**src/rtl/game_pkg.sv**
```systemverilog
// Shared game-mode encodings and button indices for the runner game.
package game_pkg;

  localparam logic [1:0] MODE_INIT  = 2'b00;
  localparam logic [1:0] MODE_RUN   = 2'b01;
  localparam logic [1:0] MODE_PAUSE = 2'b10;
  localparam logic [1:0] MODE_END   = 2'b11;

  localparam int BTN_DIR   = 0;
  localparam int BTN_START = 1;
  localparam int BTN_END   = 2;

  typedef enum logic [1:0] {
    ST_INIT  = MODE_INIT,
    ST_RUN   = MODE_RUN,
    ST_PAUSE = MODE_PAUSE,
    ST_END   = MODE_END
  } mode_e;

endpackage

```
**src/rtl/game_ctrl_if.sv**
```systemverilog
// Button/collision inputs and mode/step/direction/score outputs of game_ctrl.
interface game_ctrl_if #(
  parameter int SCORE_W = 16
);
  logic [2:0]         btn;
  logic               collision;
  logic [1:0]         gamemode;
  logic               step;
  logic               dir;
  logic               world_clr;
  logic [SCORE_W-1:0] score;

  modport master (
    output btn, collision,
    input  gamemode, step, dir, world_clr, score
  );

  modport slave (
    input  btn, collision,
    output gamemode, step, dir, world_clr, score
  );
endinterface

```
**src/rtl/btn_debounce.sv**
```systemverilog
// One push-button: 2-flop synchronizer, stability counter and a one-cycle
// registered press pulse on each accepted rising level.
module btn_debounce #(
  parameter int DEBOUNCE_CYCLES = 1_000_000
) (
  input  logic clk,
  input  logic rst_n,
  input  logic i_btn,
  output logic o_press
);

  localparam int CW = (DEBOUNCE_CYCLES > 1) ? $clog2(DEBOUNCE_CYCLES) : 1;
  localparam logic [CW-1:0] CNT_LAST = CW'(DEBOUNCE_CYCLES - 1);

  logic          r_sync1;
  logic          r_sync2;
  logic          r_level;
  logic          r_press;
  logic [CW-1:0] r_cnt;
  logic          w_differ;
  logic          w_accept;

  assign w_differ = (r_sync2 != r_level);
  // r_cnt holds how many differing samples preceded the current one
  assign w_accept = w_differ && (r_cnt == CNT_LAST);

  always_ff @(posedge clk or negedge rst_n) begin
    if (!rst_n) begin
      r_sync1 <= 1'b0;
      r_sync2 <= 1'b0;
      r_level <= 1'b0;
      r_press <= 1'b0;
      r_cnt   <= '0;
    end else begin
      r_sync1 <= i_btn;
      r_sync2 <= r_sync1;
      r_press <= w_accept & r_sync2;
      if (w_accept) begin
        r_level <= r_sync2;
        r_cnt   <= '0;
      end else if (w_differ) begin
        r_cnt <= r_cnt + CW'(1);
      end else begin
        r_cnt <= '0;
      end
    end
  end

  assign o_press = r_press;

endmodule

```
**src/rtl/game_ctrl.sv**
```systemverilog
// Game-mode sequencer: debounced button events, frame divider, mode FSM,
// per-frame step strobe, player direction and saturating score.
module game_ctrl
  import game_pkg::*;
#(
  parameter int DEBOUNCE_CYCLES = 1_000_000,
  parameter int FRAME_DIV       = 1_666_667,
  parameter int SCORE_W         = 16
) (
  input  logic        clk,
  input  logic        rst_n,
  game_ctrl_if.slave  bus
);

  localparam int FW = $clog2(FRAME_DIV);
  localparam logic [FW-1:0]      FRAME_LAST = FW'(FRAME_DIV - 1);
  localparam logic [SCORE_W-1:0] SCORE_MAX  = '1;

  logic [2:0]         w_press;
  logic [FW-1:0]      r_frame_cnt;
  logic               w_tick;
  mode_e              r_state;
  mode_e              w_state_next;
  logic               w_step_next;
  logic               w_clr_next;
  logic               w_dir_toggle;
  logic               r_step;
  logic               r_world_clr;
  logic               r_dir;
  logic [SCORE_W-1:0] r_score;

  for (genvar gi = 0; gi < 3; gi++) begin : g_btn
    btn_debounce #(
      .DEBOUNCE_CYCLES(DEBOUNCE_CYCLES)
    ) u_db (
      .clk     (clk),
      .rst_n   (rst_n),
      .i_btn   (bus.btn[gi]),
      .o_press (w_press[gi])
    );
  end

  // Free-running: mode changes never realign the frame grid
  assign w_tick = (r_frame_cnt == FRAME_LAST);

  always_ff @(posedge clk or negedge rst_n) begin
    if (!rst_n) begin
      r_frame_cnt <= '0;
    end else if (w_tick) begin
      r_frame_cnt <= '0;
    end else begin
      r_frame_cnt <= r_frame_cnt + FW'(1);
    end
  end

  always_ff @(posedge clk or negedge rst_n) begin
    if (!rst_n) begin
      r_state <= ST_INIT;
    end else begin
      r_state <= w_state_next;
    end
  end

  // Event priority inside each mode: end button, collision on tick, start, tick
  always_comb begin
    w_state_next = r_state;
    w_step_next  = 1'b0;
    w_clr_next   = 1'b0;
    w_dir_toggle = 1'b0;
    case (r_state)
      ST_INIT: begin
        if (w_press[BTN_END]) begin
          w_clr_next = 1'b1;
        end else if (w_press[BTN_START]) begin
          w_state_next = ST_RUN;
        end
      end
      ST_RUN: begin
        w_dir_toggle = w_press[BTN_DIR];
        if (w_press[BTN_END]) begin
          w_state_next = ST_END;
        end else if (w_tick && bus.collision) begin
          w_state_next = ST_END;
        end else if (w_press[BTN_START]) begin
          w_state_next = ST_PAUSE;
        end else if (w_tick) begin
          w_step_next = 1'b1;
        end
      end
      ST_PAUSE: begin
        if (w_press[BTN_END]) begin
          w_state_next = ST_END;
        end else if (w_press[BTN_START]) begin
          w_state_next = ST_RUN;
        end
      end
      ST_END: begin
        if (w_press[BTN_END]) begin
          w_state_next = ST_INIT;
          w_clr_next   = 1'b1;
        end
      end
      default: begin
        w_state_next = ST_INIT;
      end
    endcase
  end

  always_ff @(posedge clk or negedge rst_n) begin
    if (!rst_n) begin
      r_step      <= 1'b0;
      r_world_clr <= 1'b0;
      r_dir       <= 1'b0;
      r_score     <= '0;
    end else begin
      r_step      <= w_step_next;
      r_world_clr <= w_clr_next;
      if (w_clr_next) begin
        r_dir <= 1'b0;
      end else if (w_dir_toggle) begin
        r_dir <= ~r_dir;
      end
      if (w_clr_next) begin
        r_score <= '0;
      end else if (w_step_next && (r_score != SCORE_MAX)) begin
        r_score <= r_score + SCORE_W'(1);
      end
    end
  end

  assign bus.gamemode  = r_state;
  assign bus.step      = r_step;
  assign bus.dir       = r_dir;
  assign bus.world_clr = r_world_clr;
  assign bus.score     = r_score;

endmodule

```
**src/flat_wrapper.sv**
```systemverilog
// flat-port wrapper written by rule: the top's interface ports become plain ports
module game_ctrl_flat import game_pkg::*;
#(
  parameter int DEBOUNCE_CYCLES = 1_000_000,
  parameter int FRAME_DIV       = 1_666_667,
  parameter int SCORE_W         = 16
)
  (clk, rst_n, bus_btn, bus_collision, bus_gamemode, bus_step, bus_dir, bus_world_clr, bus_score);
  game_ctrl_if #(.SCORE_W(SCORE_W)) bus_i ();
  input  logic clk;
  input  logic rst_n;
  input wire logic [$bits(bus_i.btn)-1:0] bus_btn;
  input wire logic [$bits(bus_i.collision)-1:0] bus_collision;
  output wire logic [$bits(bus_i.gamemode)-1:0] bus_gamemode;
  output wire logic [$bits(bus_i.step)-1:0] bus_step;
  output wire logic [$bits(bus_i.dir)-1:0] bus_dir;
  output wire logic [$bits(bus_i.world_clr)-1:0] bus_world_clr;
  output wire logic [$bits(bus_i.score)-1:0] bus_score;
  assign bus_i.btn = bus_btn;
  assign bus_i.collision = bus_collision;
  assign bus_gamemode = bus_i.gamemode;
  assign bus_step = bus_i.step;
  assign bus_dir = bus_i.dir;
  assign bus_world_clr = bus_i.world_clr;
  assign bus_score = bus_i.score;
  game_ctrl #(.DEBOUNCE_CYCLES(DEBOUNCE_CYCLES), .FRAME_DIV(FRAME_DIV), .SCORE_W(SCORE_W)) u_core (.clk(clk), .rst_n(rst_n), .bus(bus_i));
endmodule
```
**config.mk**
```make
export PLATFORM = sky130hd
export DESIGN_NAME = game_ctrl_flat
export DESIGN_NICKNAME = d
export VERILOG_FILES = /design/src/rtl/game_pkg.sv /design/src/rtl/game_ctrl_if.sv /design/src/rtl/btn_debounce.sv /design/src/rtl/game_ctrl.sv /design/src/flat_wrapper.sv
export SDC_FILE = /design/constraint.sdc
export NUM_CORES = 1
export LEC_CHECK = 0
export ABC_AREA = 1
export CORE_MARGIN = 3
export CORE_UTILIZATION = 65
export DETAILED_ROUTE_END_ITERATION = 10
export GPL_TIMING_DRIVEN = 0
export PLACE_DENSITY = 0.85
export SLEW_MARGIN = 20
export SYNTH_ARGS = -nofsm -noshare
export SYNTH_HDL_FRONTEND = slang
export SYNTH_SLANG_ARGS = --single-unit
export TNS_END_PERCENT = 10
```
**constraint.sdc**
```tcl
create_clock -name clk -period 5.4 [get_ports clk]
set_clock_uncertainty 0.05 [all_clocks]
set_input_delay 1.08 -clock clk [delete_from_list [all_inputs] [get_ports clk]]
set_output_delay 1.08 -clock clk [all_outputs]
set_load 0.02 [all_outputs]
```
==> results of run 1 <==
[cell usage in the layout (no fill, tap or decap), types with 2 or more instances in the layout]
master and count:
ha_1 11, o21ai_1 7, nor4_1 7, o21ai_0 11, nand3b_1 10, xnor2_1 11, inv_1 107, nand2_2 4
buf_2 3, inv_2 7, clkinv_2 4, or2_1 2, buf_6 3, and3_1 3, dfrtp_1 114, nor3b_1 13
nor2_1 131, a31oi_1 5, clkbuf_16 16, clkdlybuf4s50_1 25, nand2_1 173, a21oi_1 17, o22ai_1 2, nand3_2 10
nor2_2 8, clkbuf_8 4, nor3_1 37, clkbuf_1 3, nand4_1 24, nor2_4 3, nor3_2 6, xor2_1 34
nand3_1 60
[cells in the mapped netlist, types with 4 or more instances]
master / instances / share of area
xor2_1: 34 / 0.046
nor4_1: 7 / 0.0068
a21oi_1: 17 / 0.013
nor2_1: 131 / 0.076
dfrtp_1: 114 / 0.44
nand3b_1: 10 / 0.012
nor3_1: 37 / 0.029
nand2_1: 173 / 0.10
nand3_1: 60 / 0.046
nand3_2: 10 / 0.015
nand4_1: 24 / 0.023
o21ai_0: 11 / 0.0085
inv_2: 7 / 0.0041
xnor2_1: 11 / 0.015
a31oi_1: 5 / 0.0048
nor3b_1: 13 / 0.015
nor2_2: 8 / 0.0077
inv_1: 107 / 0.062
nor3_2: 6 / 0.0093
ha_1: 11 / 0.021
o21ai_1: 7 / 0.0054
nand2_2: 4 / 0.0039
[cell families (layout without fill, tap and decap cells)]
logic type	count (synthesis)	in the layout	synth area share
multiplexers	1	1	0.001545
XOR/XNOR	46	46	0.06333
AND/OR/NAND/NOR	498	498	0.3651
buffers and inverters	121	177	0.07357
adder cells (fa/ha/maj)	11	11	0.02124
AO/OA/AOI/OAI	43	43	0.03495
flip-flops	114	114	0.4402
[metrics by stage]
step | hold WS [ns] | utilization | power, µW | instance area (µm²) | setup WS, ns
6_report | 0.2949 | 0.7881 | 1923 | 7455 | 2.622
5_1_grt | 0.3057 | 0.7881 | 1981 | 7455 | 2.557
4_1_cts | 0.2974 | 0.7881 | 1930 | 7455 | 2.610
3_5_place_dp | 0.2856 | 0.7327 | 930.4 | 6930 | 2.942
3_3_place_gp | 0.2816 | 0.7296 | 926.0 | 6902 | -1.004
2_1_floorplan | 0.2812 | - | 900.3 | 6480 | 3.584
[worst paths after layout]
check	from	endpoint	cells past startpoint
worst max register to register	u_core.bus.gamemode[1]	u_core.bus.score[4]	9
worst min-delay path	u_core.g_btn[0].u_db.r_sync1	u_core.g_btn[0].u_db.r_sync2	0
min in group asynchronous	rst_n	u_core.r_frame_cnt[18]	1
max in group asynchronous	rst_n	u_core.g_btn[2].u_db.r_cnt[9]	2
worst max-delay path	u_core.bus.score[0]	bus_score[0]	1
worst min register to register	u_core.g_btn[0].u_db.r_sync1	u_core.g_btn[0].u_db.r_sync2	0
[per-layer routing]
layer / GRT usage / up-vias / part of all wire
met5: 0 / - / 0
met4: 0.1018 / 0 / 0.023
met3: 0.06736 / 42 / 0.055
met2: 0.4954 / 212 / 0.49
met1: 0.3685 / 2740 / 0.43
li1: - / 2765 / -
[state kept, by name, summed over array words and instances, names as in the netlist]
name	cells
u_core.bus.gamemode	2
u_core.bus.world_clr	1
u_core.g_btn.u_db.r_level	3
u_core.g_btn.u_db.r_sync2	3
u_core.r_frame_cnt	21
u_core.g_btn.u_db.o_press	3
u_core.g_btn.u_db.r_cnt	60
u_core.bus.score	16
u_core.bus.dir	1
u_core.bus.step	1
u_core.g_btn.u_db.r_sync1	3
[report_power, final]
| part | switching (µW) | leakage (µW) | internal, µW |
|---|---|---|---|
| clock | 373 | 0.000259 | 634 |
| sequential | 5.31 | 0.00156 | 863 |
| combinational | 33.7 | 0.00160 | 13.4 |
| total | 412 | 0.00342 | 1510 |
[layout make-up]
type | instances | area (µm²) | share of cell area
well taps | 129 | 161.4 | 0.02165
inverters | 115 | 431.7 | 0.05791
clock buffers | 23 | 466.7 | 0.06260
repair buffers | 27 | 289.0 | 0.03877
plain buffers | 6 | 45.04 | 0.006042
flip-flops and latches | 114 | 2853 | 0.3827
clock inverters | 6 | 57.56 | 0.007721
multi-input cells | 599 | 3151 | 0.4226
==> flow_metrics.py, run 1 <==
metrics = {
    "run_status": {
        "outcome": "complete, no violations",
    },
    "logic_synthesis": {
        "syn_nets": 851,
        "syn_area_per_cell_um2": 7.770,
        "syn_inst": 834,
        "synth_cell_types": 40,
        "synthArstFlopShare": 1.000,
        "ys_seq_area_frac": 0.4402,
        "synth-edff-count": 0,
        "synthFlopType": "dfrtp_1",
        "synth_seq_cells": 114,
        "synth.cell_area_mm2": 0.006480,
        "ys_warn_count": 0,
    },
    "floorplan": {
        "num_io_pins": 27,
        "row_count": 35,
        "fp.dieH_um": 105.8,
        "die_w_um": 105.8,
        "die_area_mm2": 0.01120,
        "core-area_mm2": 0.009459,
        "initial_core_util": 0.6851,
    },
    "power": {
        "power_density_mw_per_mm2": 257.9,
        "peakVddDrop_mv": 0.2787,
        "leakagePower_uw": 0.003415,
    },
    "global_routing": {
        "grt_pass1_wl_um": 26380,
        "track_usage": 0.2923,
        "antenna_found_initial": 0,
        "grt_pass1_vias": 5833,
        "grt_max_degree": 70,
        "overflow": 0,
    },
    "clocking": {
        "cts.sinks": 114,
        "ctsResizeCount": 0,
        "cts_inserted_buffers": 17,
        "ctsHoldBuffers": 0,
        "clk_latency_ns": 0.52,
        "cts_tree": "yes",
        "cts.clk_slew.worst_paths_ns": 0.05,
        "clock_path_buffers": 2,
        "cts.htree.levels": 4,
        "post_cts_buffers": 0,
        "cts_root_buffer": "clkbuf_8",
    },
    "route": {
        "drtPass1Iterations": 6,
        "remaining_drc_errors": 0,
        "wire_per_inst_um": 14.71,
        "via_per_inst": 5.652,
        "drtIter0Drc": 477,
        "vias": 5759,
        "ant_nets": 0,
        "wl_um": 14990,
    },
    "placed_design": {
        "port_buffers": 26,
        "routabilityCongestion": 0.9735,
        "dp.cells": 990,
        "hpwl_um": 10220,
    },
    "setup_path": {
        "start_kind": "flop",
        "worstSetupPathType": "reg2out",
        "worstPathCellList": "clkdlybuf4s50_1",
        "r2r_slack_ns": 3.36,
        "worstPathBufferInverterCount": 1,
        "crit_required_ns": 4.27,
        "cp_max_fo": 6,
        "end_kind": "output pin",
        "cpMaxStageDelayCell": "clkdlybuf4s50_1",
        "cpPeakStageDelay_ns": 0.66,
        "cp.arrival_ns": 1.65,
        "path_delay_family": "buffers and inverters",
    },
    "finish": {
        "drive_gt1_frac": 0.08764,
        "fin_cells": 1019,
        "syn_to_final_growth_pct": 15.04,
        "diodes": 0,
        "nFillCells": 653,
        "fin_nets": 897,
    },
    "timing": {
        "tns_ns": 0,
        "min_period_ns": 2.778,
        "min_period_over_period": 0.5145,
        "drv_slew": 0,
        "slew_headroom": 0.6424,
        "max_freq_mhz": 359.9,
        "tightest_slew_ns": 0.5315,
        "setup_viol": 0,
        "rsz0062_at_grt": "no",
        "hold_viol": 0,
    },
    "job": {
        "cap_viol_max_count": 0,
    },
    "worst_hold_path": {
        "hold_class": "reg2reg",
    },
}
(Power assumes the default switching activity.)
==> run 2: changes to the inputs <==
--- a/config.mk
+++ b/config.mk
@@ -7,10 +7,10 @@
 export LEC_CHECK = 0
 export ABC_AREA = 1
 export CORE_MARGIN = 3
-export CORE_UTILIZATION = 65
+export CORE_UTILIZATION = 55
 export DETAILED_ROUTE_END_ITERATION = 10
 export GPL_TIMING_DRIVEN = 0
-export PLACE_DENSITY = 0.85
+export PLACE_DENSITY = 0.76
 export SLEW_MARGIN = 20
 export SYNTH_ARGS = -nofsm -noshare
 export SYNTH_HDL_FRONTEND = slang
==> constraint.sdc (replaced) <==
create_clock -name clk -period 2.5 [get_ports clk]
set_clock_uncertainty 0.05 [all_clocks]
set_input_delay 0.5 -clock clk [delete_from_list [all_inputs] [get_ports clk]]
set_output_delay 0.5 -clock clk [all_outputs]
set_load 0.02 [all_outputs]
==> run 2 against run 1 <==
Utilization shrank 13 points. Routed wire length shrank 6.9%. Largest cell class unchanged. Register-to-register slack lost 3.0 ns. Total power grew 130%. Die area grew 17%.
==> flow_metrics.py, run 2 (synthesis gave the netlist of run 1 again) <==
metrics = {
    "route": {
        "vias": 5601,
        "ant_nets": 0,
        "wl_um": 13950,
        "via_per_inst": 5.401,
        "drtPass1Iterations": 7,
        "wire_per_inst_um": 13.45,
        "drtIter0Drc": 478,
        "remaining_drc_errors": 0,
    },
    "placed_design": {
        "dp.cells": 1004,
        "port_buffers": 26,
        "routabilityCongestion": 0.9592,
        "hpwl_um": 10050,
        "place_ws_ns": 0.4554,
    },
    "global_routing": {
        "grt_pass1_wl_um": 24430,
        "antenna_found_initial": 0,
        "track_usage": 0.2316,
        "overflow": 0,
        "grt_max_degree": 72,
        "grt_pass1_vias": 5417,
    },
    "run_status": {
        "outcome": "complete, no violations",
    },
    "timing": {
        "min_period_ns": 2.090,
        "drv_slew": 0,
        "rsz0062_at_grt": "no",
        "slew_headroom": 0.6439,
        "min_period_over_period": 0.8361,
        "hold_viol": 0,
        "max_freq_mhz": 478.4,
        "worst_slack_ns": 0.4098,
        "tns_ns": 0,
        "tightest_slew_ns": 0.5293,
        "setup_viol": 0,
    },
    "clocking": {
        "cts_inserted_buffers": 17,
        "cts.htree.levels": 4,
        "cts_tree": "yes",
        "clock_path_buffers": 2,
        "cts_root_buffer": "clkbuf_16",
        "cts.sinks": 114,
        "cts.clk_slew.worst_paths_ns": 0.05,
        "ctsResizeCount": 0,
        "clk_latency_ns": 0.41,
    },
    "worst_hold_path": {
        "hold_class": "reg2reg",
    },
    "finish": {
        "fin_cells": 1037,
        "most-common-layout-cells": "nand2_1 (173), nor2_1 (131), dfrtp_1 (114)",
        "fin_nets": 898,
        "top_register": "u_core.g_btn.u_db.r_cnt",
        "diodes": 0,
        "final_common_cell": "nand2_1",
        "syn_to_final_growth_pct": 17.03,
        "drive_gt1_frac": 0.09172,
        "largest_reg_flops": 60,
    },
    "floorplan": {
        "fp.dieH_um": 114.5,
        "die_w_um": 114.5,
        "row_count": 39,
        "die_area_mm2": 0.01312,
        "num_io_pins": 27,
        "initial_core_util": 0.5651,
        "core-area_mm2": 0.01147,
    },
    "setup_path": {
        "crit_required_ns": 2.79,
        "cp_max_fo": 10,
        "worstSetupPathType": "reg2reg",
        "start_kind": "flop",
        "r2r_slack_ns": 0.41,
        "cp.arrival_ns": 2.38,
        "end_kind": "flop",
    },
    "power": {
        "total_power_uw": 4483,
        "leakagePower_uw": 0.003462,
        "peakVddDrop_mv": 0.7928,
        "power_density_mw_per_mm2": 591.2,
    },
    "job": {
        "cap_viol_max_count": 0,
    },
}
## run 2: cell types whose count changed in the layout (fill, tap and decap cells not counted), sizes merged
cell	change
clkbuf	+1
clkinv	-1
bufinv	+2
dlygate4sd3	+1
clkinvlp	+1
## run 2: what timing repair did
item | CTS | global route
setup buffers | 0 | 0
hold endpoints to repair | 43 | 0
hold buffers | 1 | 0
## run 2: metrics by stage
stage	hold slack [ns]	area, µm²	utilization
floorplan	0.1544	6480	-
global placement	0.2853	6919	0.6034
detailed placement	0.2998	6948	0.6059
CTS	0.3115	7584	0.6613
global route	0.3135	7584	0.6613
finish	0.3109	7584	0.6613
## run 2: worst max-delay path, stage by stage, from the launching register on
cell     delay, ns
dfrtp_1       0.44
inv_1         0.16
ha_1          0.19
inv_1         0.08
nor3_2        0.36
nand4_2       0.18
nor2_4        0.20
buf_6         0.17
nand3_1       0.09
nand2_1       0.10
## run 2: layer usage
metal  part of all wire  global-route usage
met5                  0                   0
met3              0.046             0.05761
met4              0.018             0.08393
met2               0.49              0.3842
met1               0.44              0.2938
## run 2: area by class of cell
type,instances,area (µm²)
Tap cell,143,178.9
Fill cell,935,3884
Inverter,115,431.7
Clock buffer,24,501.7
Timing Repair Buffer,28,299.0
Clock inverter,8,123.9
Sequential cell,114,2853
Multi-Input combinational cell,599,3151
Buffer,6,45.04
## run 2: path summary, 6_finish.rpt
path                                                   start                            end  cells past startpoint
worst max-delay path                  u_core.bus.gamemode[1]            u_core.bus.score[4]                      9
worst min-delay path            u_core.g_btn[1].u_db.r_sync1   u_core.g_btn[1].u_db.r_sync2                      0
worst max register to register        u_core.bus.gamemode[1]            u_core.bus.score[4]                      9
worst min register to register  u_core.g_btn[1].u_db.r_sync1   u_core.g_btn[1].u_db.r_sync2                      0
max in group asynchronous                              rst_n  u_core.g_btn[2].u_db.r_cnt[7]                      3
min in group asynchronous                              rst_n         u_core.r_frame_cnt[18]                      2
## run 2: power breakdown
part	total, µW	internal (µW)	switching [µW]
combinational	100	29.8	70.7
clock	2510	1700	810
sequential	1880	1860	11.5
==> run 3: changes to the inputs <==
--- a/config.mk
+++ b/config.mk
@@ -7,10 +7,10 @@
 export LEC_CHECK = 0
 export ABC_AREA = 1
 export CORE_MARGIN = 3
-export CORE_UTILIZATION = 55
+export CORE_UTILIZATION = 61
 export DETAILED_ROUTE_END_ITERATION = 10
 export GPL_TIMING_DRIVEN = 0
-export PLACE_DENSITY = 0.76
+export PLACE_DENSITY = 0.8
 export SLEW_MARGIN = 20
 export SYNTH_ARGS = -nofsm -noshare
 export SYNTH_HDL_FRONTEND = slang
==> constraint.sdc (replaced) <==
create_clock -name clk -period 2.1 [get_ports clk]
set_clock_uncertainty 0.05 [all_clocks]
set_input_delay 0.42 -clock clk [delete_from_list [all_inputs] [get_ports clk]]
set_output_delay 0.42 -clock clk [all_outputs]
set_load 0.02 [all_outputs]
==> run 3 against run 2 <==
Sequential power up 19%. Sequential share of layout area down 0.21 points. Count of clock-buffer cells in the layout down 1. Critical path depth fell by 8. Worst hold slack worse by 0.031 ns. Routed wire length grew 5.2%. Via count grew 2.3%. Combinational power rose by 22%. Die area is 9.3% lower. Cell count fell by 0.96%. Worst setup slack got worse by 0.36 ns. Critical path type is now reg2out. Critical endpoint is now bus_score[14]. Largest cell class unchanged. Highest routed layer unchanged.
==> flow_metrics.py, run 3 (synthesis gave the netlist of run 1 again) <==
metrics = {
    "clocking": {
        "cts.sinks": 114,
        "cts.clk_slew.worst_paths_ns": 0.05,
        "cts_inserted_buffers": 17,
        "post_cts_buffers": 0,
        "cts.htree.levels": 4,
        "clk_latency_ns": 0.53,
        "cts_root_buffer": "clkbuf_8",
        "cts_tree": "yes",
        "clock_path_buffers": 2,
    },
    "power": {
        "power_density_mw_per_mm2": 728.7,
        "total_power_uw": 5557,
        "peakVddDrop_mv": 0.6545,
        "leakagePower_uw": 0.003664,
    },
    "placed_design": {
        "hpwl_um": 10130,
        "dp.cells": 994,
        "routabilityCongestion": 0.9255,
        "port_buffers": 26,
    },
    "route": {
        "wire_per_inst_um": 14.29,
        "wl_um": 14670,
        "drtIter0Drc": 631,
        "via_per_inst": 5.579,
        "ant_nets": 0,
        "remaining_drc_errors": 0,
        "drtPass1Iterations": 6,
        "vias": 5730,
    },
    "global_routing": {
        "grt_pass1_vias": 5522,
        "antenna_found_initial": 0,
        "grt_max_degree": 60,
        "overflow": 0,
        "grt_pass1_wl_um": 24920,
        "track_usage": 0.2654,
    },
    "timing": {
        "holdWs_ns": 0.2798,
        "min_period_over_period": 0.9752,
        "drv_slew": 0,
        "rsz0062_at_grt": "no",
        "slew_headroom": 0.6208,
        "hold_viol": 0,
        "tightest_slew_ns": 0.5636,
        "max_freq_mhz": 488.3,
        "min_period_ns": 2.048,
        "setup_viol": 0,
    },
    "floorplan": {
        "initial_core_util": 0.6451,
        "die_area_mm2": 0.01190,
        "core-area_mm2": 0.01004,
        "fp.dieH_um": 109.1,
        "die_w_um": 109.1,
        "num_io_pins": 27,
        "row_count": 36,
    },
    "finish": {
        "ff_latch_area_mm2": 0.002853,
        "drive_gt1_frac": 0.09396,
        "fin_cells": 1027,
        "multi_input_area_mm2": 0.003157,
        "fin_nets": 898,
        "final_common_cell": "nand2_1",
        "top_register": "u_core.g_btn.u_db.r_cnt",
        "syn_to_final_growth_pct": 17.69,
        "fin_util": 0.7592,
        "diodes": 0,
        "largest_reg_flops": 60,
        "most-common-layout-cells": "nand2_1 (173), nor2_1 (131), dfrtp_1 (114)",
        "nFillCells": 741,
    },
    "worst_hold_path": {
        "hold_class": "in2reg",
    },
    "setup_path": {
        "cp.arrival_ns": 1.58,
        "cp_max_fo": 4,
        "start_kind": "flop",
        "path_delay_family": "buffers and inverters",
        "crit_required_ns": 1.63,
        "end_kind": "output pin",
        "worstSetupPathType": "reg2out",
        "worstPathBufferInverterCount": 1,
        "worstPathCellList": "clkdlybuf4s50_1",
        "cpPeakStageDelay_ns": 0.64,
        "cpMaxStageDelayCell": "clkdlybuf4s50_1",
    },
    "job": {
        "cap_viol_max_count": 0,
    },
    "run_status": {
        "outcome": "complete, no violations",
    },
}
## run 3: cell count changes in the layout (fill, tap and decap cells not counted), sizes merged
cell           delta
clkdlybuf4s50    -17
dlygate4sd2      +10
dlymetal6s2s      +7
bufinv            +2
clkbuf            -1
clkinvlp          -1
## run 3: cell type report
type,instances,share of cell area
flip-flops and latches,114,0.3741
clock inverters,9,0.02264
plain buffers,6,0.005906
multi-input cells,599,0.4139
repair buffers,28,0.03987
clock buffers,23,0.06514
well taps,133,0.02182
inverters,115,0.05660
## run 3: power breakdown
part           total (µW)  internal, µW  switching [µW]  leakage [µW]
logic                 122          35.5            86.2       0.00178
clock network        3200          2230             973      0.000330
registers            2230          2220            13.9       0.00156
## run 3: routing by layer
metal  vias up  wire length, µm  part of all wire  global-route usage
met5         -                0                 0                   0
met4         0              344             0.023              0.1100
met3        35              893             0.061             0.06276
met2       231             6989              0.48              0.4338
met1      2692             6446              0.44              0.3393
li1       2772                -                 -                   -
## run 3: final timing paths
check	startpoint	end	slack, ns	cells after the start
max in group asynchronous	rst_n	u_core.g_btn[1].u_db.r_cnt[0]	0.97	3
worst max register to register	u_core.bus.score[0]	u_core.bus.score[14]	0.14	9
worst min register to register	u_core.g_btn[1].u_db.r_sync1	u_core.g_btn[1].u_db.r_sync2	0.30	0
worst min-delay path	bus_btn[0]	u_core.g_btn[0].u_db.r_sync1	0.28	1
worst max-delay path	u_core.bus.score[14]	bus_score[14]	0.05	1
min in group asynchronous	rst_n	u_core.r_frame_cnt[17]	0.36	2
## run 3: worst register-to-register path, delay by kind of cell, from the launching register on
kind / cells / cell delay, ns
and+or+nand+nor: 6 / 0.81
DFF: 1 / 0.45
buffers and inverters: 2 / 0.30
adders and majority gates: 1 / 0.27
## run 3: metrics by stage
step | TNS, ns | cell area [µm²] | setup slack [ns]
2_1_floorplan | 0 | 6480 | 0.2841
6_report | 0 | 7626 | 0.05212
3_3_place_gp | -417.75 | 6907 | -3.672
3_5_place_dp | 0 | 6935 | 0.07689
5_1_grt | 0 | 7626 | 0.01119
4_1_cts | 0 | 7602 | 0.001337
## run 3: timing repair
action                                  in CTS  in global routing
endpoints found under the setup margin      10                 17
endpoints found under the hold margin       55                  0
hold buffers                                 1                  0
resized for setup                           10                  8
